### src/rtl/id_ex_stage.sv
// id_ex_stage: RV32I decode stage and ID/EX pipeline register.
// Decodes the IF/ID instruction, reads the regfile with a same-cycle WB
// bypass, builds the immediate, detects load-use hazards and registers
// the result into ID/EX with flush/stall bubbles.
module id_ex_stage #(
  parameter int XLEN = 32
) (
  input  logic            clk,
  input  logic            rst_n,
  input  logic            if_valid,
  input  logic [31:0]     if_instr,
  input  logic [XLEN-1:0] if_pc,
  input  logic            flush,
  output logic [4:0]      raddr1,
  output logic [4:0]      raddr2,
  input  logic [XLEN-1:0] rdata1,
  input  logic [XLEN-1:0] rdata2,
  input  logic            wreg,
  input  logic [4:0]      waddr,
  input  logic [XLEN-1:0] wrdata,
  output logic            id_stall,
  output logic            ex_valid,
  output logic [XLEN-1:0] ex_pc,
  output logic [XLEN-1:0] ex_rs1_val,
  output logic [XLEN-1:0] ex_rs2_val,
  output logic [XLEN-1:0] ex_imm,
  output logic [4:0]      ex_rd,
  output logic [6:0]      ex_opcode,
  output logic [2:0]      ex_funct3,
  output logic            ex_funct7b5,
  output logic            ex_wreg,
  output logic            ex_is_load,
  output logic            ex_illegal
);

  localparam logic [6:0] OPC_LUI    = 7'h37;
  localparam logic [6:0] OPC_AUIPC  = 7'h17;
  localparam logic [6:0] OPC_JAL    = 7'h6F;
  localparam logic [6:0] OPC_JALR   = 7'h67;
  localparam logic [6:0] OPC_LOAD   = 7'h03;
  localparam logic [6:0] OPC_OPIMM  = 7'h13;
  localparam logic [6:0] OPC_OP     = 7'h33;
  localparam logic [6:0] OPC_BRANCH = 7'h63;
  localparam logic [6:0] OPC_STORE  = 7'h23;

  // Everything the execute stage needs, carried as one register.
  typedef struct packed {
    logic            valid;
    logic [XLEN-1:0] pc;
    logic [XLEN-1:0] rs1_val;
    logic [XLEN-1:0] rs2_val;
    logic [XLEN-1:0] imm;
    logic [4:0]      rd;
    logic [6:0]      opcode;
    logic [2:0]      funct3;
    logic            funct7b5;
    logic            wreg;
    logic            is_load;
    logic            illegal;
  } idex_t;

  idex_t idex_q, idex_d;

  // Instruction fields
  logic [6:0] opcode;
  logic [4:0] rd;
  assign opcode = if_instr[6:0];
  assign rd     = if_instr[11:7];
  assign raddr1 = if_instr[19:15];
  assign raddr2 = if_instr[24:20];

  // Immediate formats, all sign-extended from instr[31]
  logic [31:0] imm_i, imm_s, imm_b, imm_u, imm_j;
  assign imm_i = {{20{if_instr[31]}}, if_instr[31:20]};
  assign imm_s = {{20{if_instr[31]}}, if_instr[31:25], if_instr[11:7]};
  assign imm_b = {{19{if_instr[31]}}, if_instr[31], if_instr[7],
                  if_instr[30:25], if_instr[11:8], 1'b0};
  assign imm_u = {if_instr[31:12], 12'b0};
  assign imm_j = {{11{if_instr[31]}}, if_instr[31], if_instr[19:12],
                  if_instr[20], if_instr[30:21], 1'b0};

  logic        uses_rs1, uses_rs2, wr_en, dec_is_load, dec_illegal;
  logic [31:0] dec_imm;

  // Opcode decode: source usage, write enable, immediate format
  always_comb begin
    // NOTE: every output of a combinational block gets a default first, so
    // no path through the case can leave a value unassigned and infer a latch.
    uses_rs1    = 1'b0;
    uses_rs2    = 1'b0;
    wr_en       = 1'b0;
    dec_is_load = 1'b0;
    dec_illegal = 1'b0;
    dec_imm     = '0;
    case (opcode)
      OPC_LUI, OPC_AUIPC: begin
        wr_en   = 1'b1;
        dec_imm = imm_u;
      end
      OPC_JAL: begin
        wr_en   = 1'b1;
        dec_imm = imm_j;
      end
      OPC_JALR, OPC_OPIMM: begin
        uses_rs1 = 1'b1;
        wr_en    = 1'b1;
        dec_imm  = imm_i;
      end
      OPC_LOAD: begin
        uses_rs1    = 1'b1;
        wr_en       = 1'b1;
        dec_is_load = 1'b1;
        dec_imm     = imm_i;
      end
      OPC_OP: begin
        uses_rs1 = 1'b1;
        uses_rs2 = 1'b1;
        wr_en    = 1'b1;
      end
      OPC_BRANCH: begin
        uses_rs1 = 1'b1;
        uses_rs2 = 1'b1;
        dec_imm  = imm_b;
      end
      OPC_STORE: begin
        uses_rs1 = 1'b1;
        uses_rs2 = 1'b1;
        dec_imm  = imm_s;
      end
      default: dec_illegal = 1'b1;
    endcase
  end

  logic dec_wreg;
  assign dec_wreg = wr_en && (rd != 5'd0);

  // Operand select: x0 forces zero, then the WB bypass, then the regfile.
  // The bypass is needed because the regfile writes on the same edge.
  logic [XLEN-1:0] rs1_val, rs2_val;
  assign rs1_val = (raddr1 == 5'd0)              ? '0     :
                   (wreg && (waddr == raddr1))   ? wrdata : rdata1;
  assign rs2_val = (raddr2 == 5'd0)              ? '0     :
                   (wreg && (waddr == raddr2))   ? wrdata : rdata2;

  // Load-use: a load in EX whose rd feeds a source this instruction reads
  logic hazard;
  assign hazard = idex_q.valid && idex_q.is_load && (idex_q.rd != 5'd0) && if_valid &&
                  ((uses_rs1 && (raddr1 == idex_q.rd)) ||
                   (uses_rs2 && (raddr2 == idex_q.rd)));

  // A flush redirects the PC upstream, so there is nothing to hold
  assign id_stall = hazard && !flush;

  // ID/EX next state: bubble on flush/hazard, otherwise load the decode
  always_comb begin
    idex_d = '0;
    if (!flush && !hazard && if_valid) begin
      idex_d.valid    = 1'b1;
      idex_d.pc       = if_pc;
      idex_d.rs1_val  = rs1_val;
      idex_d.rs2_val  = rs2_val;
      idex_d.imm      = dec_imm;
      idex_d.rd       = rd;
      idex_d.opcode   = opcode;
      idex_d.funct3   = if_instr[14:12];
      idex_d.funct7b5 = if_instr[30];
      idex_d.wreg     = dec_wreg;
      idex_d.is_load  = dec_is_load;
      idex_d.illegal  = dec_illegal;
    end
  end

  // ID/EX register with asynchronous clear
  always_ff @(posedge clk or negedge rst_n) begin
    // NOTE: the whole pipeline register is reset (it is flops, not a memory),
    // and state is updated with <= so every flop samples pre-edge values.
    if (!rst_n) idex_q <= '0;
    else        idex_q <= idex_d;
  end

  assign ex_valid    = idex_q.valid;
  assign ex_pc       = idex_q.pc;
  assign ex_rs1_val  = idex_q.rs1_val;
  assign ex_rs2_val  = idex_q.rs2_val;
  assign ex_imm      = idex_q.imm;
  assign ex_rd       = idex_q.rd;
  assign ex_opcode   = idex_q.opcode;
  assign ex_funct3   = idex_q.funct3;
  assign ex_funct7b5 = idex_q.funct7b5;
  assign ex_wreg     = idex_q.wreg;
  assign ex_is_load  = idex_q.is_load;
  assign ex_illegal  = idex_q.illegal;

endmodule

### config.mk
export PLATFORM = sky130hd
export DESIGN_NAME = id_ex_stage
export DESIGN_NICKNAME = d
export VERILOG_FILES = /design/src/rtl/id_ex_stage.sv
export SDC_FILE = /design/constraint.sdc
export NUM_CORES = 1
export LEC_CHECK = 0
export BUFFER_PORTS_ARGS = -buffer_cell sky130_fd_sc_hd__buf_4
export CAP_MARGIN = 20
export CORE_UTILIZATION = 28
export CTS_BUF_LIST = sky130_fd_sc_hd__clkbuf_16
export DETAILED_ROUTE_END_ITERATION = 7
export PLACE_DENSITY = 0.58
export SYNTH_ARGS = -nofsm -noshare
export SYNTH_HDL_FRONTEND = slang
export SYNTH_SLANG_ARGS = --single-unit
### constraint.sdc
create_clock -name clk -period 2.28 [get_ports clk]
set_clock_uncertainty 0.15 [all_clocks]
set_input_delay 0.456 -clock clk [delete_from_list [all_inputs] [get_ports clk]]
set_output_delay 0.456 -clock clk [all_outputs]
set_load 0.1 [all_outputs]
# Yosys cells after proc, flatten, opt, wreduce, memory -nomap -nowiden
# Index checks and enable logic that the tools add are counted.
# word_totals
ff_bits,148
latch_bits,0
mem_bits_rw,0
rom_bits,0
inputBits,170
out_inout_bits,159
elab_cells,61
mem_count,0
# op_classes
n_addsub,0
multipliers,0
n_div,0
order_cmp,0
n_eq_ne,13
n_shift,0
muxes,11
bitwise_logic,0
n_reduce_logical,25
# op_table
op,n
$pmux 32 s5,1
$mux 148,1
$mux 32,4
$eq 7x6->1 const B,3
$eq 7x7->1 const B,3
$eq 5x5->1,4
$eq 7x5->1 const B,2
$logic_and 1x1->1,12
$logic_not 5->1,2
$reduce_bool 5->1,2
$reduce_or 9->1,1
$eq 7x2->1 const B,1
$reduce_or 7->1,1
$reduce_or 3->1,2
$reduce_or 6->1,1
$mux 1,5
$logic_not 1->1,2
$reduce_or 2->1,1
$logic_or 1x1->1,1

# Logic depth before layout (Yosys ltp)
# Gate-level depths: netlist of the first run.
# logic_depth
depth_word,10
mapped_depth,8
ltp_nobuf,5

# Worst setup path before layout of the first run
# OpenSTA, ideal clock, no wires.
# synth_timing
path_kind,register -> output
startpoint,reg idex_q (netlist bit ex_rd[1])
endpoint,out id_stall
arrival_ns,3.263
required_time_ns,1.674
setup_slack_ns,-1.589
stages_incl_launch_ff,7
n_path_buf,1
path_cell_list,dfrtp_1 -> xor2_1 -> nor4_1 -> nand4_1 -> a21oi_1 -> buf_4 -> nor2b_1
# synth_via
elab_chain_cells,5
# synth_lines
item,line,rtl
start: declaration,62,"idex_t idex_q, idex_d;"
start signal: assignment,178,else idex_q <= idex_d;
"$eq 5x5->1, or another cell as far along",148,((uses_rs1 && (raddr1 == idex_q.rd)) ||
"$logic_and 1x1->1, on equally long branches","148, 147, 149",
$logic_or 1x1->1 or $logic_and 1x1->1 (tied branches),"148, 147",
$logic_and 1x1->1 *,147,assign hazard = idex_q.valid && idex_q.is_load && (idex_q.rd != 5'd0) && if_valid &&
$logic_and 1x1->1 *,152,assign id_stall = hazard && !flush;
end: declaration,21,"output logic id_stall,"
# Mark *: on every way between the ends. The rest lies on a longest branch, timed or not.

# Worst setup path after layout of the first run
# Ends and elaborated chain as after synthesis.

==> results.sh, run 1 <==
export IMPL_cts_htree_levels=4
export IMPL_finalCritPeriodShare_pct=125
export IMPL_start_kind="register"
export IMPL_synthAdderAreaFrac_pct=0
export IMPL_synth_compound_area_share_pct=4.99
export IMPL_cts_tree="built"
export IMPL_viasPerCell=4.72
export IMPL_port_buffers=328
export IMPL_syn_area_um2=6290
export IMPL_setup_viol=146
export IMPL_grt_pass1_wl_um=36600
export IMPL_wl_per_cell_um=20.8
export IMPL_p_int_mw=4.84
export IMPL_place_ws_ps=-532
export IMPL_critical_path_max_fanout=2
export IMPL_vdd_drop_max_uv=468
export IMPL_clk_path_buf_depth=2
export IMPL_arrival_ps=2230
export IMPL_nFillCells=1989
export IMPL_end_kind="output port"
export IMPL_grt_pass1_vias=6100
export IMPL_worst_pin_slew_ps=602
export IMPL_outcome="complete, but fails checks"
export IMPL_synth_fp_nets=736
export IMPL_routed_via_count=5802
export IMPL_clock_latency_ps=420
export IMPL_critPathRequiredTime_ps=1670
export IMPL_synth_xor_area_share_pct=2.78
export IMPL_synthMuxAreaShare_pct=10.3
export IMPL_synth_most_common_cell="dfrtp_1"
export IMPL_cts_buffers=17
export IMPL_synth_main_ff_cell="dfrtp_1"
export IMPL_cts_clk_slew_worst_paths_ps=70
export IMPL_drt_iter0_drc=285
export IMPL_hold_path_class="in2reg"
export IMPL_synth_top_cell_area_share_pct=58.9
export IMPL_synth_top_family_by_area="simple AND/OR/NAND/NOR gates"
export IMPL_area_growth_pct=78.4
export IMPL_rows=54
export IMPL_num_io_pins=329
export IMPL_antenna_found_initial=0
export IMPL_routed_wl_um=25600
export IMPL_die_x_um=152
export IMPL_ys_types=39
export IMPL_fmax_mhz=352
export IMPL_max_slew_margin_pct=59.7
export IMPL_hold_viol=0
export IMPL_ys_async_sr_fraction_pct=100
export IMPL_final_nets=1105
export IMPL_synth_seq_cells=148
export IMPL_whs_ps=102
export IMPL_netlist_top_cells_count="dfrtp_1 (148), nor3_1 (75), nand2_1 (71), mux2i_1 (65), nor2_1 (59)"
export IMPL_grt_max_degree=57
export IMPL_period_minus_slack_ps=2840
export IMPL_yosys_warnings=0
export IMPL_die_height_um=152
export IMPL_firstDrtPassIters=7
export IMPL_yosysTopAreaCell="dfrtp_1"
export IMPL_p_leak_nw=5.24
export IMPL_p_sw_share_pct=32.9
export IMPL_p_sw_mw=2.37
export IMPL_synth_edff_count=0
export IMPL_clock_sinks=148
export IMPL_ant_nets=0
export IMPL_crit_type="reg2out"
export IMPL_grt_overflow=0
export IMPL_synth_simple_gate_area_share_pct=17.0
export IMPL_violations="DRC, setup timing"
export IMPL_seqPwrFrac_pct=38.0
export IMPL_yosysSeqAreaShare_pct=58.9
export IMPL_syn_inst=566
export IMPL_p_clk_share_pct=39.5
export IMPL_cts_root_buffer="clkbuf_16"
export IMPL_antenna_cells=0
export IMPL_rsz0062_at_grt="yes"
export IMPL_synthTopCellsByArea="dfrtp_1 (59%), mux2i_1 (10%), nor3_1 (6.0%)"
export IMPL_cap_viol_max_count=0
export IMPL_p_per_area_nw_per_um2=642
export IMPL_drc=52
export IMPL_grt_use_total_pct=20.9
export IMPL_place_hpwl_um=16500
export IMPL_maxSlewViolCount=0
export IMPL_synth_area_per_cell_um2=11.1
export IMPL_gp_congestion=0.845
export IMPL_die_area_um2=23100
export IMPL_core_area_um2=22000
export IMPL_drive_above_1_share_pct=59.4
export IMPL_combPwrFrac_pct=22.5
export IMPL_initial_core_util_pct=28.7
export IMPL_finalWorstSetupSlack_ps=-559
## power groups by stage
stage               Combinational (mW)  Sequential (mW)  Clock (mW)
CTS                               1.55             2.74        2.91
floorplan                        0.283             3.42           0
finish                            1.62             2.74        2.85
detailed placement                1.53             2.79           0
global route                      1.70             2.75        3.02
global placement                  1.53             2.79           0
## area by class of cell
cell class                      instances  area (µm²)  share of cell area, %
Sequential cell                       148        3720                   33.1
Timing Repair Buffer                  406        3550                   31.7
Multi-Input combinational cell        360        3000                   26.7
Clock buffer                           17         425                   3.79
Tap cell                              280         350                   3.12
Clock inverter                         15         166                   1.48
Inverter                                2        7.51                 0.0669
## stage by stage
| stage | util [%] | std cells | setup TNS (ps) | area (µm²) | total power, mW |
|---|---|---|---|---|---|
| 3_3_place_gp | 42.4 | 1171 | -54290 | 9310 | 4.31 |
| 2_1_floorplan | - | 566 | -403 | 6320 | 3.70 |
| 4_1_cts | 46.5 | 1209 | -19500 | 10200 | 7.20 |
| 3_5_place_dp | 42.4 | 1171 | -53430 | 9310 | 4.32 |
| 5_1_grt | 51.1 | 1228 | -24600 | 11200 | 7.46 |
| 6_report | 51.1 | 1228 | -15840 | 11200 | 7.21 |
## registers in the layout (all words and copies together), names as in the netlist, 3 cells and up
name / flops
ex_rs2_val: 32
ex_rs1_val: 32
ex_pc: 32
ex_rd: 5
ex_funct3: 3
ex_opcode: 7
ex_imm: 32
## layout by cell type, fill, tap and decap left out, drive strengths merged
cell type | synthesis | final
or2 | 1 | 1
or4 | 4 | 4
nor4 | 5 | 5
o211ai | 1 | 1
clkbuf | 19 | 26
clkinv | 0 | 3
a22oi | 4 | 4
nand2b | 1 | 1
mux2i | 65 | 65
dfrtp | 148 | 148
nor2b | 2 | 2
xor2 | 17 | 17
a211o | 1 | 1
a21oi | 3 | 3
nand3b | 2 | 2
a21o | 1 | 1
a41o | 1 | 1
nand3 | 6 | 6
nand4bb | 1 | 1
and3 | 2 | 2
nor3 | 75 | 75
bufinv | 0 | 2
nor2 | 59 | 59
nand4 | 2 | 2
buf | 37 | 396
nor4b | 1 | 1
inv | 2 | 9
nor3b | 2 | 2
xnor2 | 3 | 3
o21ai | 6 | 6
o2111ai | 2 | 2
nand2 | 71 | 71
a31oi | 1 | 1
a211oi | 20 | 20
dlygate4sd3 | 0 | 1
nand4b | 1 | 1
clkinvlp | 0 | 3
## logic make-up after synthesis
group           count (synthesis)
buf+inv                        58
xor+xnor                       20
mux                            65
compound gates                 40
flops                         148
simple gates                  235
## path summary, 6_finish.rpt
kind                       startpoint              to  slack, ps  depth (start not counted)
hold / removal              if_pc[14]       ex_pc[14]        100                          3
hold reg to reg            ex_is_load       ex_pc[18]       1030                          6
setup / recovery             ex_rd[1]        id_stall       -560                          7
min in group asynchronous       rst_n  ex_rs1_val[10]        440                          2
setup reg to reg             ex_rd[1]   ex_rs2_val[5]       -220                          9
max in group asynchronous       rst_n       ex_pc[24]        930                          3
## worst max-delay path, cell delays in order, from the launching register on
cell and delay [ps]:
dfrtp_4 500, xor2_2 170, nor4_4 330, buf_4 160, nand4_1 110, a21oi_4 180, nor2b_4 180, buf_12 180
## layer usage
metal | global-route usage [%] | up-vias | share of wire, %
li1 | - | 2668 | -
met1 | 24.9 | 2861 | 41
met2 | 36.4 | 239 | 50
met3 | 5.33 | 34 | 6.3
met4 | 7.77 | 0 | 2.5
met5 | 0 | - | 0
## timing repair
action                     CTS  global route
hold endpoints to repair    51             0
resized for setup           27           136
pin swaps                    4             9
buffers inserted             0             7
hold buffers                 1             0
gates cloned                 5            12
setup endpoints to repair  147           147
Note: power is estimated with default switching activity, not from simulation.
==> run 2: changes to the inputs <==
--- a/config.mk
+++ b/config.mk
@@ -7,10 +7,11 @@
 export LEC_CHECK = 0
 export BUFFER_PORTS_ARGS = -buffer_cell sky130_fd_sc_hd__buf_4
 export CAP_MARGIN = 20
-export CORE_UTILIZATION = 28
+export CORE_AREA = 2 2 129 131
 export CTS_BUF_LIST = sky130_fd_sc_hd__clkbuf_16
 export DETAILED_ROUTE_END_ITERATION = 7
-export PLACE_DENSITY = 0.58
+export DIE_AREA = 0 0 131 133
+export PLACE_DENSITY_LB_ADDON = 0.1
 export SYNTH_ARGS = -nofsm -noshare
 export SYNTH_HDL_FRONTEND = slang
 export SYNTH_SLANG_ARGS = --single-unit
==> run 2 against run 1 <==
The run ends with setup timing left. Total power down 1.9%. Sequential cell count unchanged. Clock-buffer cell count unchanged. Global-route usage up 3.4 points. Core utilization up 12 points. Cell count down 6.4%. Final area down 9.6%. Highest routed layer unchanged.
==> results.sh, run 2 (synthesized netlist as in run 1, its figures left out) <==
export IMPL_outcome="complete, but fails checks"
export IMPL_violations="setup timing"
export IMPL_viasPerCell=4.95
export IMPL_die_height_um=133
export IMPL_rows=47
export IMPL_core_area_um2=16200
export IMPL_p_leak_nw=5.02
export IMPL_final_cell_mix="buf_4 (371), dfrtp_1 (143), nand2_1 (71)"
export IMPL_p_clk_share_pct=39.5
export IMPL_clock_sinks=148
export IMPL_p_sw_mw=2.19
export IMPL_grt_pass1_vias=5870
export IMPL_cts_tree="built"
export IMPL_vdd_drop_max_uv=476
export IMPL_critPathRequiredTime_ps=1670
export IMPL_cts_buffers=17
export IMPL_end_kind="output port"
export IMPL_hold_path_class="in2reg"
export IMPL_cts_htree_levels=4
export IMPL_grt_overflow=0
export IMPL_drc=0
export IMPL_cts_clk_slew_worst_paths_ps=60
export IMPL_die_area_um2=17400
export IMPL_drt_iter0_drc=262
export IMPL_finalWorstSetupSlack_ps=-454
export IMPL_crit_type="reg2out"
export IMPL_combPwrFrac_pct=21.8
export IMPL_routed_via_count=5697
export IMPL_gp_congestion=0.878
export IMPL_ant_nets=0
export IMPL_dp_cells=1112
export IMPL_port_buffers=328
export IMPL_drive_above_1_share_pct=50.1
export IMPL_num_io_pins=329
export IMPL_start_kind="register"
export IMPL_final_cells=1150
export IMPL_period_minus_slack_ps=2730
export IMPL_max_slew_margin_pct=48.4
export IMPL_setup_viol=20
export IMPL_grt_max_degree=55
export IMPL_p_sw_share_pct=31.0
export IMPL_dpl_cell_area_um2=9240
export IMPL_fin_area_um2=10100
export IMPL_hold_viol=0
export IMPL_cap_viol_max_count=0
export IMPL_p_total_mw=7.07
export IMPL_arrival_ps=2130
export IMPL_seqPwrFrac_pct=38.8
export IMPL_wl_per_cell_um=19.2
export IMPL_p_per_area_nw_per_um2=697
export IMPL_final_common_cell="buf_4"
export IMPL_grt_pass1_wl_um=31900
export IMPL_fmax_mhz=366
export IMPL_worst_pin_slew_ps=773
export IMPL_firstDrtPassIters=4
export IMPL_critical_path_max_fanout=2
export IMPL_finalCritPeriodShare_pct=120
export IMPL_rsz0062_at_grt="yes"
export IMPL_antenna_cells=0
export IMPL_clock_latency_ps=410
export IMPL_antenna_found_initial=0
export IMPL_routed_wl_um=22100
export IMPL_p_int_mw=4.88
export IMPL_initial_core_util_pct=38.9
export IMPL_r2r_slack_ps=-50
export IMPL_maxSlewViolCount=0
export IMPL_grt_use_total_pct=24.3
export IMPL_clk_path_buf_depth=2
export IMPL_area_growth_pct=61.2
export IMPL_place_hpwl_um=15800
export IMPL_final_nets=1088
export IMPL_die_x_um=131
export IMPL_cts_root_buffer="clkbuf_16"
## run 2: cell count changes in the layout (fill, tap and decap cells not counted), moves of 14 or more
cell / delta
nor2_1: +15
nor2_2: -14
nor3_4: -34
nor3_1: +50
nor3_2: -16
## run 2: stage by stage
stage | setup TNS [ps] | hold slack, ps | setup slack, ps | util, %
finish | -648 | 106 | -454 | 62.7
global route | -9360 | 92.0 | -547 | 62.7
global placement | -21050 | 239 | -306 | 57.2
detailed placement | -21160 | 248 | -296 | 57.2
floorplan | -403 | 10.4 | -403 | -
CTS | -500 | 90.3 | -500 | 61.4
## run 2: worst max-delay path, cell delays in order (launching register included)
cell and delay, ps:
dfrtp_4 480, xor2_1 160, nor4_2 300, nand4_1 200
a21oi_4 210, nor2b_4 190, buf_12 180
## run 2: final timing paths
path,end,cells past startpoint,start
max,id_stall,6,ex_rd[4]
min in group asynchronous,ex_pc[13],2,rst_n
max reg2reg,ex_rs1_val[28],7,ex_rd[4]
min,ex_pc[29],3,if_pc[29]
min reg2reg,ex_rd[0],4,ex_is_load
max in group asynchronous,ex_imm[17],3,rst_n
## run 2: per-layer routing
metal	share of wire, %	up-vias	GRT usage (%)
li1	-	2629	-
met5	0	-	0
met1	38	2766	28.0
met2	51	257	41.7
met3	7.3	45	6.43
met4	3.3	0	11.2
## run 2: repair_timing
action                                 CTS  global route
pin swaps                                4             6
setup endpoints to repair               92           141
hold buffers                             1             0
gates cloned                             1             4
endpoints found under the hold margin   34             0
setup buffers                            1             1
resized for setup                       10            25
## run 2: final cells by class
cell class                      count  area, µm²
Inverter                            2       7.51
Fill cell                        1352       6030
Sequential cell                   148       3720
Timing Repair Buffer              389       3160
Clock buffer                       17        425
Multi-Input combinational cell    360       2400
Tap cell                          220        275
Clock inverter                     14        163
## run 2: power groups by stage
stage	Sequential (mW)	Combinational, mW	Clock [mW]
finish	2.74	1.54	2.79
global route	2.75	1.60	2.96
CTS	2.74	1.53	2.83
detailed placement	2.79	1.52	0
global placement	2.79	1.51	0
floorplan	3.42	0.283	0
